### src/rtl/ctrl_pkg.sv
// rtl/ctrl_pkg.sv - shared state, opcode and ALU encodings for fetch_decode_ctrl
package ctrl_pkg;

  // 4-bit state encodings, also shown on the hex display via state_out
  typedef enum logic [3:0] {
    S_FETCH      = 4'd0,
    S_FETCH_WAIT = 4'd1,
    S_DECODE     = 4'd2,
    S_EXEC       = 4'd3,
    S_WB         = 4'd4,
    S_MEM_ADDR   = 4'd5,
    S_MEM_WR     = 4'd6,
    S_MEM_RD     = 4'd7,
    S_MEM_WB     = 4'd8,
    S_HALT       = 4'd9
  } state_e;

  typedef enum logic [2:0] {
    CLS_NOP,
    CLS_R,
    CLS_IMM,
    CLS_LOAD,
    CLS_STOR,
    CLS_BR,
    CLS_HALT
  } iclass_e;

  localparam logic [3:0] OP_RTYPE = 4'b0000;
  localparam logic [3:0] OP_MEM   = 4'b0100;
  localparam logic [3:0] OP_ADDI  = 4'b0101;
  localparam logic [3:0] OP_BCOND = 4'b1100;
  localparam logic [3:0] OP_MOVI  = 4'b1101;

  localparam logic [3:0] EXT_LOAD = 4'b0000;
  localparam logic [3:0] EXT_STOR = 4'b0100;

  localparam logic [3:0] COND_EQ = 4'b0000;
  localparam logic [3:0] COND_NE = 4'b0001;
  localparam logic [3:0] COND_AL = 4'b1110;

  localparam logic [5:0] ALU_ADD   = 6'b000101;
  localparam logic [5:0] ALU_PASSB = 6'b111111;

  localparam logic [15:0] HALT_WORD = 16'hFFFF;

  // Branch resolution from the cond field and the datapath Z flag
  function automatic logic branch_taken(input logic [3:0] cond, input logic z);
    logic taken;
    case (cond)
      COND_EQ: taken = z;
      COND_NE: taken = ~z;
      COND_AL: taken = 1'b1;
      default: taken = 1'b0;
    endcase
    return taken;
  endfunction

endpackage

### src/rtl/ctrl_decode.sv
// rtl/ctrl_decode.sv - combinational ir -> instruction class and ALU controls
module ctrl_decode
  import ctrl_pkg::*;
(
  input  logic [15:0] ir_i,
  output iclass_e     iclass_o,
  output logic [5:0]  alu_cont_o,
  output logic        alu_a_src_o,
  output logic        alu_b_src_o
);

  logic [3:0] op;
  logic [3:0] ext;

  assign op  = ir_i[15:12];
  assign ext = ir_i[7:4];

  // Classify the held instruction; anything unrecognised falls through as a NOP
  always_comb begin
    iclass_o    = CLS_NOP;
    alu_cont_o  = 6'b000000;
    alu_a_src_o = 1'b0;
    alu_b_src_o = 1'b0;
    if (ir_i == HALT_WORD) begin
      iclass_o = CLS_HALT;
    end else begin
      case (op)
        OP_RTYPE: begin
          iclass_o    = CLS_R;
          alu_cont_o  = {2'b00, ext};
          alu_a_src_o = 1'b1;
        end
        OP_ADDI: begin
          iclass_o    = CLS_IMM;
          alu_cont_o  = ALU_ADD;
          alu_a_src_o = 1'b1;
          alu_b_src_o = 1'b1;
        end
        OP_MOVI: begin
          iclass_o    = CLS_IMM;
          alu_cont_o  = ALU_PASSB;
          alu_b_src_o = 1'b1;
        end
        OP_MEM: begin
          if (ext == EXT_LOAD)      iclass_o = CLS_LOAD;
          else if (ext == EXT_STOR) iclass_o = CLS_STOR;
        end
        OP_BCOND: iclass_o = CLS_BR;
        default:  iclass_o = CLS_NOP;
      endcase
    end
  end

endmodule

### src/rtl/fetch_decode_ctrl.sv
// rtl/fetch_decode_ctrl.sv - multicycle fetch/decode FSM and PC; STEP_MODE_EN adds single-step input
module fetch_decode_ctrl
  import ctrl_pkg::*;
#(
  parameter logic [15:0] RESET_PC = 16'h0000,
  parameter int          MEM_LAT  = 1
) (
  input  logic        clk,
  input  logic        reset,
`ifdef STEP_MODE_EN
  input  logic        step,
`endif
  input  logic [15:0] mem_rdata,
  input  logic        zero_flag,
  output logic [15:0] pc,
  output logic        mem_addr_sel,
  output logic        mem_we,
  output logic [15:0] ir,
  output logic        reg_write,
  output logic [1:0]  reg_write_src,
  output logic        alu_A_src,
  output logic        alu_B_src,
  output logic [5:0]  alu_cont,
  output logic [3:0]  state_out,
  output logic        halted
);

  localparam logic [1:0] LAT_LAST = 2'(MEM_LAT - 1);

  state_e      state_q;
  logic [15:0] pc_q;
  logic [15:0] ir_q;
  logic [1:0]  wait_cnt_q;

  iclass_e     iclass;
  logic [5:0]  dec_alu_cont;
  logic        dec_a_src;
  logic        dec_b_src;
  logic        wait_done;
  logic        fetch_go;

  ctrl_decode u_decode (
    .ir_i        (ir_q),
    .iclass_o    (iclass),
    .alu_cont_o  (dec_alu_cont),
    .alu_a_src_o (dec_a_src),
    .alu_b_src_o (dec_b_src)
  );

  assign wait_done = (wait_cnt_q == LAT_LAST);

`ifdef STEP_MODE_EN
  logic step_q;

  // Remember last step level so only a rising edge releases S_FETCH
  always_ff @(posedge clk) begin
    if (reset) step_q <= 1'b0;
    else       step_q <= step;
  end

  assign fetch_go = step & ~step_q;
`else
  assign fetch_go = 1'b1;
`endif

  // Main sequencer: state, PC, instruction register and memory wait counter
  always_ff @(posedge clk) begin
    if (reset) begin
      state_q    <= S_FETCH;
      pc_q       <= RESET_PC;
      ir_q       <= 16'h0000;
      wait_cnt_q <= 2'd0;
    end else begin
      case (state_q)
        S_FETCH: begin
          wait_cnt_q <= 2'd0;
          if (fetch_go) state_q <= S_FETCH_WAIT;
        end
        S_FETCH_WAIT: begin
          if (wait_done) begin
            ir_q       <= mem_rdata;
            pc_q       <= pc_q + 16'd1;
            wait_cnt_q <= 2'd0;
            state_q    <= S_DECODE;
          end else begin
            wait_cnt_q <= wait_cnt_q + 2'd1;
          end
        end
        S_DECODE: begin
          case (iclass)
            CLS_R, CLS_IMM, CLS_BR: state_q <= S_EXEC;
            CLS_LOAD, CLS_STOR:     state_q <= S_MEM_ADDR;
            CLS_HALT:               state_q <= S_HALT;
            default:                state_q <= S_FETCH;
          endcase
        end
        S_EXEC: begin
          if (iclass == CLS_BR) begin
            // pc already points past the branch, so the target is relative to pc+1
            if (branch_taken(ir_q[11:8], zero_flag))
              pc_q <= pc_q + {{8{ir_q[7]}}, ir_q[7:0]};
            state_q <= S_FETCH;
          end else begin
            state_q <= S_WB;
          end
        end
        S_WB: state_q <= S_FETCH;
        S_MEM_ADDR: begin
          wait_cnt_q <= 2'd0;
          state_q    <= (iclass == CLS_STOR) ? S_MEM_WR : S_MEM_RD;
        end
        S_MEM_WR: state_q <= S_FETCH;
        S_MEM_RD: begin
          if (wait_done) begin
            wait_cnt_q <= 2'd0;
            state_q    <= S_MEM_WB;
          end else begin
            wait_cnt_q <= wait_cnt_q + 2'd1;
          end
        end
        S_MEM_WB: state_q <= S_FETCH;
        S_HALT:   state_q <= S_HALT;
        default:  state_q <= S_FETCH;
      endcase
    end
  end

  // Moore control decode from state and the held ir; write strobes confined to one state each
  always_comb begin
    mem_addr_sel  = 1'b0;
    mem_we        = 1'b0;
    reg_write     = 1'b0;
    reg_write_src = 2'b00;
    alu_A_src     = 1'b0;
    alu_B_src     = 1'b0;
    alu_cont      = 6'b000000;
    case (state_q)
      S_EXEC, S_WB: begin
        alu_A_src = dec_a_src;
        alu_B_src = dec_b_src;
        alu_cont  = dec_alu_cont;
        reg_write = (state_q == S_WB);
      end
      S_MEM_WR: begin
        mem_addr_sel = 1'b1;
        mem_we       = 1'b1;
      end
      S_MEM_RD: mem_addr_sel = 1'b1;
      S_MEM_WB: begin
        mem_addr_sel  = 1'b1;
        reg_write     = 1'b1;
        reg_write_src = 2'b01;
      end
      default: ;
    endcase
  end

  assign pc        = pc_q;
  assign ir        = ir_q;
  assign state_out = state_q;
  assign halted    = (state_q == S_HALT);

endmodule

### config.mk
export PLATFORM = sky130hd
export DESIGN_NAME = fetch_decode_ctrl
export DESIGN_NICKNAME = d
export VERILOG_FILES = /design/src/rtl/ctrl_pkg.sv /design/src/rtl/ctrl_decode.sv /design/src/rtl/fetch_decode_ctrl.sv
export SDC_FILE = /design/constraint.sdc
export NUM_CORES = 1
export LEC_CHECK = 0
export BUFFER_PORTS_ARGS = -buffer_cell sky130_fd_sc_hd__buf_2
export CORE_MARGIN = 1
export CORE_UTILIZATION = 48
export CTS_BUF_LIST = sky130_fd_sc_hd__clkbuf_16
export CTS_CLUSTER_DIAMETER = 60
export DETAILED_ROUTE_END_ITERATION = 8
export PLACE_DENSITY_LB_ADDON = 0.1
export SLEW_MARGIN = 25
export SYNTH_ARGS = -nofsm -noshare
export SYNTH_HDL_FRONTEND = slang
export SYNTH_HIERARCHICAL = 1
export SYNTH_SLANG_ARGS = --single-unit
### constraint.sdc
create_clock -name clk -period 3 [get_ports clk]
set_clock_uncertainty 0.05 [all_clocks]
set_input_delay 0.15 -clock clk [delete_from_list [all_inputs] [get_ports clk]]
set_output_delay 0.15 -clock clk [all_outputs]
set_load 0.005 [all_outputs]
# == Word-level counts from Yosys, hierarchy flattened ==
# Cells that the tools add are included.
# totals
in_bits,19
output_inout_bits,50
ff_bits,38
word_cells,86
# classes
eq_ne,27
bitwise,1
n_addsub,3
n_reduce_logical,18
muxes,33
# op_table
operator,count
$mux 16,3
$pmux 16 s2,1
$eq 4x3->1 const B,7
$pmux 4 s7,1
$eq 4x4->1 const B,5
$pmux 6 s3,1
$add 16x1->16 const B,1
$add 16x16->16,1
$eq 16x16->1 const B,1
$logic_not 4->1,4
$mux 1,13
$mux 3,4
$mux 6,2
$pmux 3 s4,1
$pmux 4 s3,1
$reduce_or 2->1,6
$eq 3x3->1 const B,3
$eq 4x1->1 const B,2
$eq 4x2->1 const B,2
$mux 4,2
$ne 2x2->1 const B,4
$eq 3x2->1 const B,2
$reduce_or 3->1,2
$pmux 2 s2,1
other kinds (10),12

# == Longest topological paths before layout ==
# Gate-level depths: netlist of the first run.
# logic_depth
depth_word,12
depth_mapped,13
mapped_depth_nobuf,11

# == By module ==
# The synthesis of the first run kept the hierarchy.
# modules_own_cells
module,cells_per_inst,area_per_inst_um2,n_inst
fetch_decode_ctrl,327,2422.3,1
ctrl_decode,37,226.5,1

# == Worst setup path before layout of the first run ==
# Ideal clock, no wire load.
# synth_path
path_type,reg2reg
startpoint,register state_q[3] (netlist: state_out[3])
endpoint,register pc_q[10] (netlist: pc[10])
period_less_slack_ns,2.965
path_stages_with_launch,13
slack_ns,0.035
required_ns,2.880
arrival_ns,2.844
path_cell_list,dfxtp_1 buf_2 and4bb_1 buf_4 nand2b_1 ha_1 fa_1 a211oi_1 o21ai_0 a21oi_1 a31oi_1 or3_1 a21oi_1
# synth_between
elab_chain_cells,3
# synth_rtl
element,line_no,rtl
from (decl),fetch_decode_ctrl.sv:30,state_e state_q;
from (signal assigned),fetch_decode_ctrl.sv:110,state_q <= (iclass == CLS_STOR) ? S_MEM_WR : S_MEM_RD;
$eq 4x2->1 / $eq 4x1->1 (equally long branches),fetch_decode_ctrl.sv:74,case (state_q)
$ne 2x2->1 (no line) / $reduce_bool 2->1 (equally long branches),n/a,
$reduce_and 4->1 (no line),n/a,
to (signal assigned),fetch_decode_ctrl.sv:82,pc_q <= pc_q + 16'd1;
to (signal assigned),fetch_decode_ctrl.sv:101,"pc_q <= pc_q + {{8{ir_q[7]}}, ir_q[7:0]};"
to (decl),fetch_decode_ctrl.sv:31,logic [15:0] pc_q;
# Parallel ways exist; a longest one is shown, timed or not.
# A chain may end at the register's enable or synchronous reset.

# == Worst setup path after layout of the first run ==
# layout_path
startpoint,register state_q[3] (netlist: state_out[3])
endpoint,register pc_q[14] (netlist: pc[14])
# The elaborated chain is that of the path after synthesis.

==> flow_summary.toml, run 1 <==
[sta]
worst_pin_slew_ps = 758
rsz0062_at_grt = "false"
setup-tns-final_ps = 0
setup_violations = 0
slew_headroom_pct = 49.5
fin_crit_ps = 2890
fmax_mhz = 346
layout_setup_ws_ps = 114
fin_crit_sh_pct = 96.2
drv_slew = 0
hold_viol = 0

[clocking]
cts_tree = "built"
cts_buffers = 5
clockBufferDepth = 2
ctsResizeCount = 1
cts-root-buf = "clkbuf_16"
cts_sinks = 38
clk_pin_slew_ps = 60
clk-insertion-delay-late_ps = 280
post_cts_buffers = 0
hold_buffers = 0
cts-htree-levels = 2

[layout]
drive_above_1_share_pct = 23.2
diodes = 0
synthToLayoutAreaGrowth_pct = 20.5
nFillCells = 500
multi_input_area_um2 = 1750
postLayoutCoreUtil_pct = 61.3
seq_area_um2 = 761
nets = 455

[placement]
place.gp.congestion = 0.790
dpl.hpwl_um = 4710
port_buffers = 67
dp_slack_ps = 11.1

[yosys]
synthTopCellsByCount = "nand2_1, a21oi_1, nor2_1"
syn_nets = 393
synth_largest_area_cell = "dfxtp_1"
yosysSeqAreaShare_pct = 28.7
postSynthAreaPerCell_um2 = 7.28
syn_inst = 364
post-synth-top-count-cell = "nand2_1"
syn_area_um2 = 2650
synth_seq_cells = 38
yosysUniqueCellTypes = 59
ys_warn_count = 6
synth_top_area_share_pct = 28.7
synth_edf_count = 0
synthFlopType = "dfxtp_1"
ys_top_cells_by_area = "dfxtp_1, a21oi_1, nand2_1, nor2_1, ha_1"
async_flop_share_pct = 0

[route]
via_per_inst = 5.59
drt_iter0_markers = 164
wl_um = 6630
drtPass1Iterations = 5
ant_nets = 0
drc = 0
route.vias.total = 2779
wl_per_cell_um = 13.3

[power_and_ir_drop]
max-vdd-ir-drop_uv = 271
p_leak_nw = 1.44
p_per_area_nw_per_um2 = 509
power_mw = 1.63

[global_route]
antenna_found_initial = 0
grt_usage_pct = 23.4
use_met1_pct = 30.5
use_met2_pct = 39.8
busiest_layer = "met2"
first_global_vias = 2366
grt-ovfl-total = 0
use_met3_pct = 4.31
grt_pass1_wl_um = 11300
grt_max_degree = 42

[setup_path]
start_kind = "register"
path_max_fanout = 5
critical_path_class = "register to register"
cp_slowest_cell = "fa_1"
worstPathArrival_ps = 3040
crit_chain = "and4bb_1 > nand2b_1 > ha_1 > fa_1 > a211oi_2 > o21bai_1 > a21oi_1 > o22ai_1 > mux2i_1 > or3_1 > a21oi_1"
crit_top_cell = "a21oi_1"
endpoint_kind = "register"
worst_ep_required_time_ps = 3150
slowest_delay_ps = 450

[die]
start_util_pct = 50.9
die_w_um = 76.3
num_rows = 26
top_level_ports = 69
die_height_um = 76.3
coreArea_um2 = 5200
dieArea_um2 = 5820

[hold_path]
worstHoldPathType = "primary input to register"

[outcome]
status = "complete, no violations"

[flow_run]
maxCapViolCount = 0
[power breakdown]
part | switching [mW] | leakage (nW) | internal [mW]
combinational | 0.298 | 1.06 | 0.208
clock | 0.202 | 0.0724 | 0.300
sequential | 0.0642 | 0.309 | 0.554
total | 0.564 | 1.44 | 1.06
[worst max-delay path, delay by kind of cell, from the launching register on]
family                     cells  cell delay [ps]
AOI/OAI and AO/OA              5              920
and+or+nand+nor                3              740
adders and majority gates      2              660
DFF                            1              310
muxes                          1              130
[final cells by class]
type                            instances  area share (%)
Clock buffer                            5            3.92
Clock inverter                          3           0.392
Inverter                                7           0.823
Multi-Input combinational cell        294            54.7
Sequential cell                        38            23.8
Tap cell                               70            2.74
Timing Repair Buffer                   80            13.6
[metal layers]
metal  routed length (µm)  up-vias
met5                    0        -
met4                   27        0
met3                  295        2
met2                 3160       62
met1                 3150     1317
li1                     -     1398
[cells by family after synthesis]
logic type / count (synthesis) / share of synthesized area (%)
DFF: 38 / 28.7
xor gates and xnor gates: 8 / 2.65
muxes: 8 / 3.12
adders and majority gates: 10 / 5.01
other: 1 / 0.142
buffers and inverters: 32 / 5.76
and+or+nand+nor: 174 / 34.2
AOI/OAI and AO/OA: 93 / 20.4
[cell usage in the layout (no fill, tap or decap), drive strengths merged, types with 2 or more instances in the layout]
master,count
nor3,12
nor2,39
a31oi,3
clkinv,2
and2,16
mux2i,6
o22ai,3
nand2b,6
nor3b,4
a22oi,3
a211oi,2
nand3,7
xor2,2
nand4,2
o21ai,22
or3,7
inv,8
a21o,3
nor4,3
nor2b,8
dfxtp,38
and3,5
nand2,50
nand4b,3
nor4b,2
mux2,2
ha,9
or4,3
o31ai,2
buf,80
a21oi,48
xnor2,6
nand3b,3
clkbuf,5
[path summary, 6_finish.rpt]
check / startpoint / to / slack, ps / depth (start not counted)
hold reg to reg: ir[3] / ir[3] / 430 / 2
setup / recovery: state_out[3] / pc[14] / 110 / 11
hold / removal: mem_rdata[1] / ir[1] / 50 / 3
setup reg to reg: state_out[3] / pc[14] / 110 / 11
[sequential cells by signal, indices dropped and copies added (netlist names)]
register and flops:
ir 16, pc 16, state_out 4, wait_cnt_q 2
[per-stage QoR]
stage	hold slack (ps)	area, µm²	instances
after CTS	51.1	3180	497
after global routing	61.4	3190	497
final	54.2	3190	497
after detailed placement	345	3040	489
after floorplan	236	2650	364
after global placement	339	3040	489
Note: power is estimated with default switching activity, not from simulation.
==> inputs of run 2 (changes only) <==
--- a/config.mk
+++ b/config.mk
@@ -6,9 +6,10 @@
 export NUM_CORES = 1
 export LEC_CHECK = 0
 export BUFFER_PORTS_ARGS = -buffer_cell sky130_fd_sc_hd__buf_2
+export CORE_ASPECT_RATIO = 0.5
 export CORE_MARGIN = 1
-export CORE_UTILIZATION = 48
-export CTS_BUF_LIST = sky130_fd_sc_hd__clkbuf_16
+export CORE_UTILIZATION = 50
+export CTS_BUF_LIST = sky130_fd_sc_hd__clkbuf_4
 export CTS_CLUSTER_DIAMETER = 60
 export DETAILED_ROUTE_END_ITERATION = 8
 export PLACE_DENSITY_LB_ADDON = 0.1
==> run 2 against run 1 <==
Cell area grew 2.2%; combinational power grew 3%; total power shrank 14%; largest cell class unchanged; first-iteration DRC count grew 27%; core utilization grew 3.9 points; via count shrank 0.25%; register-to-register slack gained 80 ps; sequential power is essentially flat; count of clock-buffer cells in the layout is the same; worst hold slack gained 230 ps.
==> flow_summary.toml, run 2 (synthesized netlist as in run 1, its figures left out) <==
[sta]
fin_crit_sh_pct = 93.4
fmax_mhz = 357
fin_crit_ps = 2800
slew_headroom_pct = 49.5
layout_setup_ws_ps = 197
drv_slew = 0
hold_viol = 0
setup_violations = 0
worst_pin_slew_ps = 758

[power_and_ir_drop]
power_mw = 1.40
max-vdd-ir-drop_uv = 233
p_leak_nw = 1.45
p_per_area_nw_per_um2 = 429

[global_route]
grt-ovfl-total = 0
antenna_found_initial = 0
grt_pass1_wl_um = 10700
use_met2_pct = 44.2
use_met1_pct = 30.5
first_global_vias = 2339
grt_max_degree = 42
use_met3_pct = 4.56
busiest_layer = "met2"
grt_usage_pct = 24.3

[layout]
layout_common_cells = "buf_2, nand2_1, a21oi_1, nor2_1, dfxtp_1"
layout_commonest_cell = "buf_2"
drive_above_1_share_pct = 22.0
synthToLayoutAreaGrowth_pct = 23.1
postLayoutCoreUtil_pct = 65.2
final_cells = 511
diodes = 0
nets = 469

[die]
top_level_ports = 69
die_w_um = 105
coreArea_um2 = 5000
num_rows = 18
start_util_pct = 53.0
dieArea_um2 = 5610
die_height_um = 53.5

[clocking]
cts-htree-levels = 2
post_cts_buffers = 0
cts_tree = "built"
clk_pin_slew_ps = 130
cts_buffers = 5
cts-root-buf = "clkbuf_4"
cts_sinks = 38
clockBufferDepth = 2
clk-insertion-delay-late_ps = 350

[setup_path]
worstPathArrival_ps = 3040
rr_worst_depth = 10
path_max_fanout = 6
endpoint_kind = "register"
critical_path_class = "register to register"
start_kind = "register"
worst_ep_required_time_ps = 3240

[route]
drtPass1Iterations = 5
route.vias.total = 2772
drc = 0
via_per_inst = 5.42
wl_um = 6740
ant_nets = 0
wl_per_cell_um = 13.2
drt_iter0_markers = 209

[hold_path]
worstHoldPathType = "primary input to register"
hold_depth = 2

[flow_run]
maxCapViolCount = 0

[outcome]
status = "complete, no violations"

[placement]
port_buffers = 67
dpl.hpwl_um = 4620
dp_slack_ps = 30.4
dp.cells = 487
place.gp.congestion = 0.835
[run 2: timing repair]
action,4_1_cts,5_1_grt
endpoints found under the hold margin,16,0
endpoints found under the setup margin,0,4
resized for setup,0,4
hold buffers,16,0
[run 2: final timing paths]
path / startpoint / to / slack [ps]
min reg2reg: ir[3] / ir[3] / 440
max reg2reg: state_out[3] / pc[10] / 200
min: reset / pc[12] / 290
max: state_out[3] / pc[10] / 200
[run 2: power by group]
part	leakage, nW	switching (mW)	internal, mW
clock network	0.0277	0.175	0.0837
logic	1.12	0.297	0.224
registers	0.309	0.0651	0.553
[run 2: area by class of cell]
class	count	area, µm²
clock buffer	5	37.5
clock inverter	3	11.3
fill	482	1740
inverter	7	26.3
multi-input combinational	294	1750
sequential	38	761
tap	70	87.6
timing repair buffer	94	591
[run 2: routing by layer]
metal,vias to the layer above,share of wire [%]
met5,-,0
met4,0,0.43
met3,5,3.8
met2,64,47
met1,1280,49
li1,1423,-
[run 2: critical path: stages, from the launching register on]
cell      delay [ps]
dfxtp_1          320
and4bb_2         360
nand2b_1          80
ha_1             200
fa_1             460
a211oi_2         290
o21ai_0          160
a21oi_2          260
a31oi_1          130
or3_1            310
a21oi_1          140
[run 2: metrics by stage]
stage                     hold slack, ps  instance area, µm²  setup TNS [ps]
after floorplan                      236                2650               0
after global placement               339                3040               0
after detailed placement             348                3040               0
after CTS                            292                3250               0
after global routing                 309                3260           -30.0
final                                288                3260               0
